## src/rtl/mvm3_pkg.sv

```systemverilog
// Shared widths, FSM state type and operand index helpers for the 3x3 matrix-vector multiplier.
package mvm3_pkg;

  localparam int DIN_W  = 8;
  localparam int DOUT_W = 16;
  localparam int N      = 3;
  localparam int NUM_IN = N * N + N;
  localparam int IDX_W  = $clog2(NUM_IN);

  typedef enum logic [1:0] {
    LOAD = 2'd0,
    MAC  = 2'd1,
    OUT  = 2'd2
  } state_e;

  // Matrix elements occupy slots 0..8 row-major; the vector follows at slots 9..11.
  function automatic logic [IDX_W-1:0] a_index(input logic [1:0] row, input logic [1:0] col);
    return IDX_W'(row) * IDX_W'(N) + IDX_W'(col);
  endfunction

  function automatic logic [IDX_W-1:0] x_index(input logic [1:0] col);
    return IDX_W'(N * N) + IDX_W'(col);
  endfunction

endpackage

```

## src/rtl/mvm3_mac.sv

```systemverilog
// Signed 8x8 multiply-accumulate with 16-bit wrapping sum and sticky per-row overflow flag.
// Overflow detection is built only when MVM3_OVERFLOW_DETECT_EN is defined; otherwise ovf is tied low.
module mvm3_mac
  import mvm3_pkg::*;
(
  input  logic                     clk,
  input  logic                     reset,
  input  logic                     clr,
  input  logic                     en,
  input  logic signed [DIN_W-1:0]  a,
  input  logic signed [DIN_W-1:0]  b,
  output logic signed [DOUT_W-1:0] acc,
  output logic                     ovf
);

  logic signed [DOUT_W-1:0] a_ext;
  logic signed [DOUT_W-1:0] b_ext;
  logic signed [DOUT_W-1:0] prod;
  logic signed [DOUT_W-1:0] sum;

  // 8x8 signed product always fits in 16 bits, so the low half of a 16x16 multiply is exact.
  assign a_ext = DOUT_W'(a);
  assign b_ext = DOUT_W'(b);
  assign prod  = a_ext * b_ext;
  assign sum   = acc + prod;

  always_ff @(posedge clk or posedge reset) begin
    if (reset) begin
      acc <= '0;
    end else if (clr) begin
      acc <= '0;
    end else if (en) begin
      acc <= sum;
    end
  end

`ifdef MVM3_OVERFLOW_DETECT_EN
  logic add_ovf;
  logic ovf_q;

  assign add_ovf = (acc[DOUT_W-1] == prod[DOUT_W-1]) && (sum[DOUT_W-1] != acc[DOUT_W-1]);

  always_ff @(posedge clk or posedge reset) begin
    if (reset) begin
      ovf_q <= 1'b0;
    end else if (clr) begin
      ovf_q <= 1'b0;
    end else if (en && add_ovf) begin
      ovf_q <= 1'b1;
    end
  end

  assign ovf = ovf_q;
`else
  assign ovf = 1'b0;
`endif

endmodule

```

## src/rtl/mvm3_part1.sv

```systemverilog
// 3x3 signed matrix times 3-vector: loads A row-major then x, streams y0..y2 with valid/ready.
// Optional overflow detection is enabled by defining MVM3_OVERFLOW_DETECT_EN.
//
// state | meaning
// LOAD  | accept 12 samples into storage, s_ready high
// MAC   | three multiply-accumulate cycles for the current row
// OUT   | present y[row] until the downstream accepts it
module mvm3_part1
  import mvm3_pkg::*;
(
  input  logic              clk,
  input  logic              reset,
  input  logic              s_valid,
  output logic              s_ready,
  input  logic [DIN_W-1:0]  data_in,
  output logic              m_valid,
  input  logic              m_ready,
  output logic [DOUT_W-1:0] data_out,
  output logic              overflow
);

  state_e                   state;
  logic [IDX_W-1:0]         idx;
  logic [1:0]               row;
  logic [1:0]               k;
  logic [DIN_W-1:0]         mem [NUM_IN];

  logic                     in_hs;
  logic                     out_hs;
  logic                     last_in;
  logic                     mac_clr;
  logic                     mac_en;
  logic signed [DIN_W-1:0]  op_a;
  logic signed [DIN_W-1:0]  op_b;
  logic signed [DOUT_W-1:0] acc;
  logic                     ovf;

  assign s_ready = (state == LOAD);
  assign m_valid = (state == OUT);
  assign in_hs   = s_ready && s_valid;
  assign out_hs  = m_valid && m_ready;
  assign last_in = (idx == IDX_W'(NUM_IN - 1));

  // Clear the accumulator on the edge that enters MAC so the first product lands on a clean sum.
  assign mac_clr = (in_hs && last_in) || (out_hs && (row != 2'd2));
  assign mac_en  = (state == MAC);

  assign op_a = mem[a_index(row, k)];
  assign op_b = mem[x_index(k)];

  always_ff @(posedge clk or posedge reset) begin
    if (reset) begin
      for (int i = 0; i < NUM_IN; i++) mem[i] <= '0;
    end else if (in_hs) begin
      mem[idx] <= data_in;
    end
  end

  always_ff @(posedge clk or posedge reset) begin
    if (reset) begin
      state <= LOAD;
      idx   <= '0;
      row   <= '0;
      k     <= '0;
    end else begin
      case (state)
        LOAD: begin
          if (in_hs) begin
            if (last_in) begin
              idx   <= '0;
              row   <= '0;
              k     <= '0;
              state <= MAC;
            end else begin
              idx <= idx + 1'b1;
            end
          end
        end
        MAC: begin
          if (k == 2'd2) begin
            k     <= '0;
            state <= OUT;
          end else begin
            k <= k + 1'b1;
          end
        end
        OUT: begin
          if (out_hs) begin
            if (row == 2'd2) begin
              row   <= '0;
              idx   <= '0;
              state <= LOAD;
            end else begin
              row   <= row + 1'b1;
              state <= MAC;
            end
          end
        end
        default: state <= LOAD;
      endcase
    end
  end

  mvm3_mac u_mac (
    .clk   (clk),
    .reset (reset),
    .clr   (mac_clr),
    .en    (mac_en),
    .a     (op_a),
    .b     (op_b),
    .acc   (acc),
    .ovf   (ovf)
  );

  assign data_out = acc;
  assign overflow = ovf;

endmodule

```

## config.mk

```make
export PLATFORM = sky130hd
export DESIGN_NAME = mvm3_part1
export DESIGN_NICKNAME = d
export VERILOG_FILES = /design/src/rtl/mvm3_pkg.sv /design/src/rtl/mvm3_mac.sv /design/src/rtl/mvm3_part1.sv
export SDC_FILE = /design/constraint.sdc
export NUM_CORES = 1
export LEC_CHECK = 0
export ABC_AREA = 1
export CELL_PAD_IN_SITES_DETAIL_PLACEMENT = 0
export CELL_PAD_IN_SITES_GLOBAL_PLACEMENT = 1
export CORE_MARGIN = 5
export CORE_UTILIZATION = 45
export CTS_CLUSTER_DIAMETER = 200
export CTS_CLUSTER_SIZE = 30
export DETAILED_ROUTE_END_ITERATION = 12
export DONT_BUFFER_PORTS = 1
export PLACE_DENSITY_LB_ADDON = 0.1
export SLEW_MARGIN = 20
export SYNTH_ARGS = -nofsm -noshare
export SYNTH_HDL_FRONTEND = slang
export SYNTH_SLANG_ARGS = --single-unit
```

## constraint.sdc

```tcl
create_clock -name clk -period 18.7 [get_ports clk]
set_input_delay 1.87 -clock clk [delete_from_list [all_inputs] [get_ports clk]]
set_output_delay 1.87 -clock clk [all_outputs]
set_load 0.05 [all_outputs]
```

== Yosys cells after proc, flatten, opt, wreduce, memory -nomap -nowiden ==
Index checks and enable logic that the tools add are counted.

* Muxes and demuxes: 29
* Multiply operators: 2
* Add/sub/neg operators: 6
* Bitwise logic cells: 3
* Equal/unequal tests: 11
* Reductions and logical operators: 14
* Order comparisons: 4

{| class="wikitable"
|+ Operators with widths
! operator !! number
|-
| bitwise mux 96 bit || 1
|-
| binary-select mux 8 bit (select 4 bit) || 2
|-
| 2-to-1 mux 8 bit || 5
|-
| demux 8 bit (select 4 bit) || 1
|-
| 2-to-1 mux 16 bit || 2
|-
| 2-to-1 mux 2 bit || 9
|-
| adder 16 bit || 1
|-
| multiplier 8 x 8 -> 16 bit || 1
|-
| 2-to-1 mux 4 bit || 4
|-
| greater-or-equal comparator 5 bit, second input constant || 3
|-
| inverter 4 -> 5 bit || 3
|-
| AND reduction 4 bit || 3
|-
| inequality test 2 x 1 -> 1 bit, second input constant || 5
|-
| case mux 2 bit (2 select lines) || 2
|-
| case mux 4 bit (2 select lines) || 1
|-
| == test 2 bit, second input constant || 3
|-
| case mux 2 bit (3 select lines) || 1
|-
| nonzero test 2 bit || 3
|-
| logical AND 1 bit || 5
|-
| < comparator 5 x 1 -> 1 bit, second input constant || 1
|-
| adder 2 x 1 -> 2 bit, second input constant || 2
|-
| adder 4 x 1 -> 4 bit, second input constant || 1
|-
| adder 4 x 2 -> 4 bit || 1
|-
| adder 4 x 2 -> 4 bit, first input constant || 1
|-
| 8 further kinds || 8
|}

* Output and inout port bits: 19
* Bits of input ports: 12
* Flip-flop bits (word level): 122

== Logic depth before layout (Yosys ltp) ==
Gate-level depths: netlist of the first run.

* Depth after elaboration: 10
* Mapped depth: 32
* Gate-level depth less buffers: 31

== By module ==
From an unflattened synthesis of the first run, not the netlist that was laid out.

* Cell total of the unflattened synthesis: 1220
* Area total of the unflattened synthesis: 9421.5 sq um

{| class="wikitable"
|+ By module, submodules not included
! module !! instances !! area each (sq um) !! cells an instance !! seq. area each (sq um)
|-
| mvm3_part1 || 1 || 5656.7 || 734 || 2652.5
|-
| mvm3_mac || 1 || 3764.9 || 486 || 400.4
|}

== Worst setup path after synthesis of the first run ==
Ideal clock, no wire load.

* Kind: reg-to-reg
* Start: register row[0]
* End: register u_mac.acc[12]
* Path buffers: 1
* Arrival time: 6.377 ns
* Cell stages (with the launch flop): 27
* Path slack: 12.200 ns
* Cells stage by stage: dfrtp_1 -> inv_1 -> fa_1 -> inv_1 -> ha_1 -> fa_1 -> buf_2 -> inv_1 -> nand3_1 -> nand3_1 -> nand2_1 -> nor2_1 -> inv_1 -> fa_1 -> inv_1 -> fa_1 -> fa_1 -> fa_1 -> fa_1 -> ha_1 -> nand2_1 -> o21ai_0 -> nand2_1 -> nand2_1 -> a21oi_1 -> o21ai_0 -> nand2_1

* Longest elaborated chain between the ends: 10
* Elaborated cells between the ends (all ways): 14

{| class="wikitable"
|+ Ends and longest elaborated chain
! what !! RTL line !! text
|-
| start: declaration || mvm3_part1.sv:24 || <nowiki>logic [1:0] row;</nowiki>
|-
| start signal: assignment || mvm3_part1.sv:94 || <nowiki>row <= row + 1'b1;</nowiki>
|-
| multiplier 2 x 2 -> 4 bit || mvm3_pkg.sv:18 || <nowiki>return IDX_W'(row) * IDX_W'(N) + IDX_W'(col);</nowiki>
|-
| adder 4 x 2 -> 4 bit || mvm3_pkg.sv:18 ||
|-
| inverter 4 -> 5 bit (not written as such) || mvm3_part1.sv:48 || <nowiki>assign op_a = mem[a_index(row, k)];</nowiki>
|-
| binary-select mux 8 bit (select 4 bit) || mvm3_part1.sv:48 ||
|-
| 2-to-1 mux 8 bit (not written as such) (2 in a row) || mvm3_part1.sv:48 ||
|-
| multiplier 8 x 8 -> 16 bit || mvm3_mac.sv:24 || <nowiki>assign prod = a_ext * b_ext;</nowiki>
|-
| adder 16 bit || mvm3_mac.sv:25 || <nowiki>assign sum = acc + prod;</nowiki>
|-
| 2-to-1 mux 16 bit || mvm3_mac.sv:32 || <nowiki>end else if (en) begin</nowiki>
|-
| 2-to-1 mux 16 bit || mvm3_mac.sv:30 || <nowiki>end else if (clr) begin</nowiki>
|-
| end signal: assignment || mvm3_mac.sv:33 || <nowiki>acc <= sum;</nowiki>
|-
| end: declaration || mvm3_mac.sv:12 || <nowiki>output logic signed [DOUT_W-1:0] acc,</nowiki>
|}

Several ways; a longest one is shown, not always the timed one. The select of a mux whose other input is x is not followed.
A chain may end at the register's enable or synchronous reset.

== Worst setup path after layout of the first run ==
* Start: register row[1]
* End: register u_mac.acc[14]

Same word-level chain as after synthesis.

==> out/metrics.csv, run 1 <==
metric,value,unit
grt ovf,0,
Max Clock Freq,0.130,GHz
slowest CP cell,nor2_1,
DRT antenna net count,0,
R2R Setup Slk,11020,ps
Pre-Repair DR Iteration Count,5,
initial core utilization,45.9,%
"Reg clk slew, reported paths",60,ps
synthesized flop and latch total,122,
DR vias,7078,
"Data arrival, critical path",8000,ps
first-pass GRT wire length,38600,um
multi-input combinational cell area,5120,um2
vias in the first global route,7034,
cell type with the largest total area after synthesis,dfrtp_1,
Post-CTS Setup Repair Bufs,0,
Post-Synth Adder-Cell Area,23.3,%
Antenna diodes,0,
critical path class,reg -> reg,
Clock Sinks,122,
WP data required,19020,ps
"Warnings, synthesis",0,
Max Buffers Root-to-Sink,2,
most common library cells after synthesis,"nand2_1, inv_1, dfrtp_1",
Fillers,1995,
Final Slew Violations,0,
Hold Path Class,reg -> reg,
Final setup violation count,0,
"Seq/Total Area, Yosys",33.9,%
worst rel slew slack,34.0,%
Slew @ Worst Pin,987,ps
Avg Inst Size Synth,7.99,um2
most common cell in the netlist,nand2_1,
max incr delay on CP,750,ps
DR vias/cell,5.13,
Finished Layout Cells,1380,
critical path endpoint category,flop,
hold_buf cts,0,
fin crit share,41.1,%
CTS Buf Count,17,
Crit. Startpoint,row[1],
die width,151,um
share of cells above drive strength 1,6.28,%
H-Tree Depth,4,
final instance area,9750,um2
Startpoint Class,flop,
Ports,31,
mux cell area share after synthesis,0.125,%
pin count of the biggest net entering global routing,66,
die outline area,22900,um2
Root Driver,clkbuf_16,
simple-gate share of the synthesized area,20.8,%
final net count,1237,
# rows,51,
largest family of logic cells by synthesized area,adder cells,
Critical Path Most Common Cell,fa_1,
placed cell area,9150,um2
max_cap viols,0,
DRC viols,0,
minimum clock period,7680,ps
initial antenna violation count,0,
worst-skew pair later-pin latency,430,ps
setup TNS,0,ps
"Primary FF master, synth",dfrtp_1,
Syn Nets,1261,
P&R area growth vs syn,8.36,%
clock skew,7.37,ps
CTS resizes,0,
Worst R2R Path Depth,25,
CP endpoint,u_mac.acc[14],
post-synthesis cell area,8990,um2
placer's final routability congestion estimate,0.865,
xor and xnor area share after synthesis,0.487,%
Routed WL,23200,um
CTS tree,yes,
async set-or-reset flop fraction in the synthesized netlist,100,%
port buffer count,0,
register area,3050,um2
core area,19600,um2
synthesized instance count,1126,
Avg WL per Cell,16.8,um
reg-to-reg critical path startpoint,row[1],
post-synth cell types,36,
DPL Wire Length,16900,um
post-synthesis compound-gate area fraction,12.2,%
top-area cell type share of the netlist area,33.9,%
unrepaired setup endpoints after global routing,false,
iteration-0 DRC count of the detailed router,471,
Post-Place Cells,1348,
status,"complete, no violations",
number of synthesized flops with an enable pin,0,
chip height,151,um
crit-path max FO,16,
largest cells by area after synthesis,"dfrtp_1, fa_1, nand2_1",
final hold vios,0,
Total GRT Usage,22.1,%
reg2reg end,u_mac.acc[14],
Util after Layout,49.8,%
## worst max-delay path: cells and delay by family (launching register included)
family,cells,cell delay [ps]
compound gates,3,450
fa+ha+maj,9,4300
buf+inv,5,880
flops,1,410
simple gates,8,1510
## sequential cells by signal, indices dropped and copies added (netlist names)
register   flops
row            2
idx            4
mem           96
u_mac.acc     16
state          2
k              2
## worst min path at each step
stage                        from  endpoint  slack, ps  cells after the start
after CTS                 mem[78]   mem[78]        490                      2
after global placement    mem[19]   mem[19]        470                      2
final                     mem[60]   mem[60]        490                      2
after floorplan           mem[32]   mem[32]        460                      2
after detailed placement  mem[19]   mem[19]        480                      2
after global routing      mem[78]   mem[78]        510                      2
## per-layer routing
layer	global-route usage (%)	share of wire, %
met3	4.10	4.2
met4	5.67	1.7
met5	0	0
met2	32.7	43
met1	33.2	51
## cell type report
class | count | share of cell area, %
clock buffer | 17 | 4.36
clock inverter | 15 | 1.71
inverter | 165 | 6.38
multi-input combinational | 792 | 52.5
sequential | 122 | 31.3
tap | 265 | 3.40
timing repair buffer | 4 | 0.308
## stage by stage
step,hold slack [ps],setup slack [ps]
floorplan,459,12200
CTS,493,11040
finish,489,11020
global route,505,10460
global placement,471,11240
detailed placement,478,11070
## cells in the final DEF (no fill, tap or decap), types with 2 or more instances in the layout
master / netlist / routed
nand3b_1: 2 / 2
xnor2_1: 2 / 2
nand3_2: 9 / 9
nand2_1: 298 / 298
inv_2: 19 / 19
o21bai_1: 3 / 3
o22ai_1: 6 / 6
clkinv_4: 0 / 4
nor2_1: 66 / 65
o21ai_0: 37 / 37
bufinv_16: 0 / 2
o21ai_1: 116 / 116
buf_4: 3 / 4
clkinv_2: 0 / 2
ha_1: 49 / 49
nand3_1: 71 / 71
a21oi_1: 34 / 34
clkinvlp_4: 0 / 2
inv_6: 0 / 4
clkbuf_16: 0 / 17
o211ai_1: 5 / 5
xor2_1: 3 / 3
a31oi_1: 2 / 2
inv_1: 146 / 145
nor2_2: 2 / 3
fa_1: 74 / 74
nor3_1: 2 / 2
dfrtp_1: 122 / 122
## cell families (layout without fill, tap and decap cells)
family / Yosys count / in the layout
other: 1 / 1
xor gates and xnor gates: 5 / 5
adders and majority gates: 123 / 123
DFF: 122 / 122
muxes: 1 / 1
buffers and inverters: 212 / 201
and+or+nand+nor: 453 / 453
AOI/OAI and AO/OA: 209 / 209
Power of run 1 is left out: the tool's default activity adds up to more than one toggle a clock period on the data nets, which glitch-free logic cannot reach.
==> run 2: changes to the inputs <==
--- a/config.mk
+++ b/config.mk
@@ -5,7 +5,7 @@
 export SDC_FILE = /design/constraint.sdc
 export NUM_CORES = 1
 export LEC_CHECK = 0
-export ABC_AREA = 1
+export ABC_AREA = 0
 export CELL_PAD_IN_SITES_DETAIL_PLACEMENT = 0
 export CELL_PAD_IN_SITES_GLOBAL_PLACEMENT = 1
 export CORE_MARGIN = 5
==> constraint.sdc (replaced) <==
create_clock -name clk -period 7.5 [get_ports clk]
set_input_delay 0.75 -clock clk [delete_from_list [all_inputs] [get_ports clk]]
set_output_delay 0.75 -clock clk [all_outputs]
set_load 0.05 [all_outputs]
==> run 2 against run 1 <==
Compared with the run above: clock skew rose by 5.4 ps; die area fell by 1.3%; sequential share of layout area fell by 0.12 points.
==> out/metrics.csv, run 2 <==
metric,value,unit,change
iteration-0 DRC count of the detailed router,191,,was 471
async set-or-reset flop fraction in the synthesized netlist,100,%,unchanged
Max Buffers Root-to-Sink,2,,unchanged
Post-Synth Adder-Cell Area,23.6,%,was 23.3%
synthesized flop and latch total,122,,unchanged
share of cells above drive strength 1,23.0,%,was 6.28%
Avg Inst Size Synth,12.3,um2,was 7.99 um2
Util after Layout,50.4,%,was 49.8%
final hold vios,0,,unchanged
Fillers,1739,,"was 1,995"
"Warnings, synthesis",0,,unchanged
WP data required,7780,ps,"was 19,020 ps"
DR vias,5344,,"was 7,078"
Final Slew Violations,0,,unchanged
post-synth cell types,53,,was 36
final net count,861,,"was 1,237"
DPL Wire Length,14800,um,"was 16,900 um"
DRC viols,0,,unchanged
slowest CP cell,ha_1,,was nor2_1
placer's final routability congestion estimate,0.819,,was 0.865
CTS Buf Count,17,,unchanged
Clock Sinks,122,,unchanged
crit-path max FO,16,,unchanged
Largest Register,mem,,unchanged
Syn Nets,856,,"was 1,261"
"commonest non-fill, non-tap cell in the layout",dfrtp_1,,was nand2_1
"Primary FF master, synth",dfrtp_1,,unchanged
top-area cell type share of the netlist area,34.4,%,was 33.9%
max incr delay on CP,950,ps,was 750 ps
DR vias/cell,5.33,,was 5.13
cell type with the largest total area after synthesis,dfrtp_1,,unchanged
post-synthesis cell area,8860,um2,was 8990 um2
vias in the first global route,5930,,"was 7,034"
Avg WL per Cell,19.6,um,was 16.8 um
port buffer count,0,,unchanged
minimum clock period,7080,ps,was 7680 ps
initial core utilization,45.7,%,was 45.9%
synthesized instance count,721,,"was 1,126"
critical path class,reg -> reg,,unchanged
Final setup violation count,0,,unchanged
grt ovf,0,,unchanged
Antenna diodes,0,,unchanged
Routed WL,19700,um,"was 23,200 um"
Slew @ Worst Pin,1020,ps,was 987 ps
hold_buf cts,0,,unchanged
number of synthesized flops with an enable pin,0,,unchanged
Ports,31,,unchanged
fin crit share,94.4,%,was 41.1%
core area,19400,um2,"was 19,600 um2"
setup TNS,0,ps,unchanged
Pre-Repair DR Iteration Count,4,,was 5
Root Driver,clkbuf_16,,unchanged
Post-CTS Setup Repair Bufs,0,,unchanged
unrepaired setup endpoints after global routing,false,,unchanged
mux cell area share after synthesis,21.3,%,was 0.125%
simple-gate share of the synthesized area,8.81,%,was 20.8%
Critical Path Most Common Cell,fa_1,,unchanged
Total GRT Usage,18.8,%,was 22.1%
Hold Path Class,in -> async,,was reg -> reg
post-synthesis compound-gate area fraction,4.98,%,was 12.2%
worst-skew pair later-pin latency,420,ps,was 430 ps
largest family of logic cells by synthesized area,adder cells,,unchanged
initial antenna violation count,0,,unchanged
CTS resizes,0,,unchanged
xor and xnor area share after synthesis,1.38,%,was 0.487%
most common cell in the netlist,dfrtp_1,,was nand2_1
"Seq/Total Area, Yosys",34.4,%,was 33.9%
H-Tree Depth,4,,unchanged
die width,150,um,was 151 um
"commonest non-fill, non-tap cells in the layout","dfrtp_1, inv_1, mux2_2",,"was nand2_1, inv_1, dfrtp_1"
CP Cell Sequence,inv_1 -> fa_1 -> inv_1 -> ha_1 -> mux4_2 -> a21oi_4 -> nor2_1 -> fa_1 -> inv_1 -> fa_1 -> inv_1 -> fa_1 -> fa_1 -> fa_1 -> ha_1 -> a21oi_1 -> o22ai_1 -> o21ai_0 -> a31oi_1 -> xnor2_1 -> o21ai_1,,
Finished Layout Cells,1003,,"was 1,380"
status,"complete, no violations",,unchanged
pin count of the biggest net entering global routing,82,,was 66
first-pass GRT wire length,32400,um,"was 38,600 um"
DRT antenna net count,0,,unchanged
Startpoint Class,flop,,unchanged
Post-Place Cells,972,,"was 1,348"
clock skew,12.8,ps,was 7.37 ps
CTS tree,yes,,unchanged
P&R area growth vs syn,10.4,%,was 8.36%
"Data arrival, critical path",7370,ps,was 8000 ps
CP top delay family,adder cells,,unchanged
biggest regs,"mem (96), u_mac.acc (16), idx (4)",,unchanged
largest cells by area after synthesis,"dfrtp_1, fa_1, mux2_2",,"was dfrtp_1, fa_1, nand2_1"
worst rel slew slack,32.3,%,was 34.0%
CP bufs+invs,4,,was 5
chip height,150,um,was 151 um
max reg flops,96,,unchanged
max_cap viols,0,,unchanged
most common library cells after synthesis,"dfrtp_1, inv_1, mux2_2",,"was nand2_1, inv_1, dfrtp_1"
"Reg clk slew, reported paths",60,ps,about the same
# rows,51,,unchanged
Max Clock Freq,0.141,GHz,was 0.130 GHz
die outline area,22600,um2,"was 22,900 um2"
critical path endpoint category,flop,,unchanged
run 2: changes by cell type in the layout (fill, tap and decap cells not counted), moves of 16 or more:
cell and delta:
nand2_1 -269, o21ai_1 -110, mux2_2 +77, nand3_1 -66, inv_1 -58, mux4_2 +31, nand2b_1 +26, a21oi_1 -25
o21ai_0 -25, nor2_1 -22, mux2_1 +19, inv_2 -18, nor2b_1 +16
run 2: cell type report:
cell class                      count  area [um2]  share of cell area, %
Multi-Input combinational cell    483        5330                   54.5
Sequential cell                   122        3050                   31.2
Clock inverter                     10         166                   1.70
Clock buffer                       21         460                   4.71
Inverter                           89         337                   3.44
Timing Repair Buffer               13         101                   1.04
Tap cell                          265         332                   3.39
run 2: worst paths after layout:
path / startpoint / endpoint / slack [ps] / cells past startpoint
worst max-delay path: row[1] / u_mac.acc[15] / 420 / 21
worst min-delay path: reset / mem[55] / 260 / 1
worst max register to register: row[1] / u_mac.acc[15] / 420 / 21
worst min register to register: mem[47] / mem[47] / 480 / 1
max in group asynchronous: reset / mem[35] / 6070 / 2
min in group clk: data_in[7] / mem[47] / 460 / 1
run 2: logic make-up after synthesis:
logic type,count (synthesis)
compound gates,61
xor+xnor,14
fa+ha+maj,123
buf+inv,116
flops,122
mux,138
other cells,1
simple gates,146
run 2: layer usage:
layer / part of all wire (%) / vias to the layer above / GRT usage (%) / wire length (um)
li1: - / 2441 / - / -
met4: 1.3 / 0 / 4.53 / 255
met2: 51 / 61 / 32.6 / 10000
met3: 2.9 / 20 / 3.73 / 578
met5: 0 / - / 0 / 0
met1: 45 / 2822 / 24.4 / 8840
run 2: metrics by stage:
step / hold WS, ps / instance area (um2) / setup WS, ps
after floorplan: 459 / 8860 / 438
after global placement: 468 / 9150 / 547
after detailed placement: 475 / 9150 / 388
after CTS: 289 / 9780 / 403
after global routing: 311 / 9780 / 107
final: 262 / 9780 / 419
Power of run 2 is left out for the same reason.
==> run 3: changes to the inputs <==
--- a/config.mk
+++ b/config.mk
@@ -10,6 +10,7 @@
 export CELL_PAD_IN_SITES_GLOBAL_PLACEMENT = 1
 export CORE_MARGIN = 5
 export CORE_UTILIZATION = 45
+export CTS_BUF_LIST = sky130_fd_sc_hd__clkbuf_8 sky130_fd_sc_hd__clkbuf_16
 export CTS_CLUSTER_DIAMETER = 200
 export CTS_CLUSTER_SIZE = 30
 export DETAILED_ROUTE_END_ITERATION = 12
==> run 3 against run 2 <==
Compared with the run above: wire length is essentially flat; via count is essentially flat; cell count is the same; worst setup slack is essentially flat; clock skew is essentially flat; first-iteration DRC count grew 0.52%; cell area is the same; largest cell class unchanged.
==> out/metrics.csv, run 3 (same netlist as run 2, synthesis figures left out) <==
metric,value,unit,change
status,"complete, no violations",,unchanged
core area,19400,um2,unchanged
"commonest non-fill, non-tap cells in the layout","dfrtp_1, inv_1, mux2_2",,unchanged
# rows,51,,unchanged
Max Buffers Root-to-Sink,2,,unchanged
CTS resizes,0,,unchanged
Root Driver,clkbuf_16,,unchanged
CP top delay family,adder cells,,unchanged
final net count,861,,unchanged
reg-to-reg critical path startpoint,row[1],,unchanged
DPL Wire Length,14800,um,unchanged
Total GRT Usage,18.8,%,unchanged
"Data arrival, critical path",7370,ps,about the same
Finished Layout Cells,1003,,unchanged
critical path endpoint category,flop,,unchanged
Post-CTS Setup Repair Bufs,0,,unchanged
Final Slew Violations,0,,unchanged
slowest CP cell,ha_1,,unchanged
Worst R2R Path Depth,21,,unchanged
port buffer count,0,,unchanged
DRT antenna net count,0,,unchanged
hold_buf cts,0,,unchanged
biggest regs,"mem (96), u_mac.acc (16), idx (4)",,unchanged
first-pass GRT wire length,32400,um,unchanged
Largest Register,mem,,unchanged
DR WL met3,578,um,unchanged
final instance area,9780,um2,unchanged
Slew @ Worst Pin,1020,ps,about the same
R2R Setup Slk,420,ps,about the same
crit-path max FO,16,,unchanged
Final setup violation count,0,,unchanged
setup TNS,0,ps,unchanged
initial core utilization,45.7,%,unchanged
vias in the first global route,5930,,unchanged
H-Tree Depth,4,,unchanged
"Reg clk slew, reported paths",60,ps,about the same
Pre-Repair DR Iteration Count,5,,was 4
DRC viols,0,,unchanged
CP bufs+invs,4,,unchanged
die outline area,22600,um2,unchanged
DR vias,5343,,"was 5,344"
clock skew,12.8,ps,about the same
"commonest non-fill, non-tap cell in the layout",dfrtp_1,,unchanged
Crit. Startpoint,row[1],,unchanged
placer's final routability congestion estimate,0.819,,unchanged
pin count of the biggest net entering global routing,82,,unchanged
DR vias/cell,5.33,,about the same
worst-skew pair later-pin latency,420,ps,about the same
fin crit share,94.4,%,about the same
Fillers,1739,,unchanged
Antenna diodes,0,,unchanged
Routed WL,19700,um,about the same
chip height,150,um,unchanged
unrepaired setup endpoints after global routing,false,,unchanged
max incr delay on CP,950,ps,about the same
Clock Sinks,122,,unchanged
grt ovf,0,,unchanged
minimum clock period,7080,ps,about the same
Ports,31,,unchanged
register area,3050,um2,unchanged
CTS Buf Count,17,,unchanged
M1 wire length,8820,um,was 8840 um
multi-input combinational cell area,5330,um2,unchanged
Critical Path Most Common Cell,fa_1,,unchanged
final hold vios,0,,unchanged
CP endpoint,u_mac.acc[15],,unchanged
die width,150,um,unchanged
iteration-0 DRC count of the detailed router,192,,was 191
Startpoint Class,flop,,unchanged
P&R area growth vs syn,10.4,%,unchanged
WP data required,7780,ps,about the same
Max Clock Freq,0.141,GHz,about the same
Post-Place Cells,972,,unchanged
placed cell area,9150,um2,unchanged
cell count along the critical path,21,,unchanged
reg2reg end,u_mac.acc[15],,unchanged
worst rel slew slack,32.2,%,was 32.3%
Avg WL per Cell,19.6,um,about the same
max_cap viols,0,,unchanged
Top Layer Used,met4,,unchanged
critical path class,reg -> reg,,unchanged
CP Cell Sequence,inv_1 -> fa_1 -> inv_1 -> ha_1 -> mux4_2 -> a21oi_4 -> nor2_1 -> fa_1 -> inv_1 -> fa_1 -> inv_1 -> fa_1 -> fa_1 -> fa_1 -> ha_1 -> a21oi_1 -> o22ai_1 -> o21ai_0 -> a31oi_1 -> xnor2_1 -> o21ai_1,,unchanged
wire length on met2,10000,um,about the same
CTS tree,yes,,unchanged
Hold Path Class,in -> async,,unchanged
max reg flops,96,,unchanged
share of cells above drive strength 1,23.0,%,unchanged
initial antenna violation count,0,,unchanged
run 3: cell count changes in the layout (fill, tap and decap cells not counted):
| cell | before | now |
|---|---|---|
| clkbuf_1 | 2 | 0 |
| inv_1 | 87 | 89 |
run 3: final cells by class:
class	count	area share, %
Clock buffer	19	4.63
Clock inverter	12	1.78
Inverter	89	3.44
Multi-Input combinational cell	483	54.5
Sequential cell	122	31.2
Tap cell	265	3.39
Timing Repair Buffer	13	1.04
run 3: metal layers:
layer | global-route usage, % | vias up
li1 | - | 2441
met1 | 24.4 | 2822
met2 | 32.6 | 60
met3 | 3.73 | 20
met4 | 4.53 | 0
met5 | 0 | -
run 3: how the worst min path moves through the flow:
stage	depth (start not counted)	to	slack [ps]	start
after floorplan	1	mem[38]	460	mem[38]
after global placement	1	mem[39]	470	mem[39]
after detailed placement	1	mem[47]	480	mem[47]
after CTS	1	mem[55]	290	reset
after global routing	1	mem[55]	310	reset
final	1	mem[55]	260	reset
run 3: worst reg2reg max path: stages, from the launching register on:
cell and delay, ps:
dfrtp_1 420, inv_1 120, fa_1 520, inv_1 40, ha_1 950, mux4_2 490
a21oi_4 280, nor2_1 100, fa_1 540, inv_1 50, fa_1 470, inv_1 50
fa_1 500, fa_1 570, fa_1 420, ha_1 370, a21oi_1 160, o22ai_1 140
o21ai_0 380, a31oi_1 160, xnor2_1 160, o21ai_1 70
run 3: through the flow:
| step | setup WS, ps | hold slack (ps) | util, % |
|---|---|---|---|
| global placement | 547 | 468 | 47.2 |
| detailed placement | 388 | 475 | 47.2 |
| CTS | 403 | 289 | 50.4 |
| global route | 107 | 311 | 50.4 |
| floorplan | 438 | 459 | - |
| finish | 418 | 262 | 50.4 |
Power of run 3 is left out for the same reason.
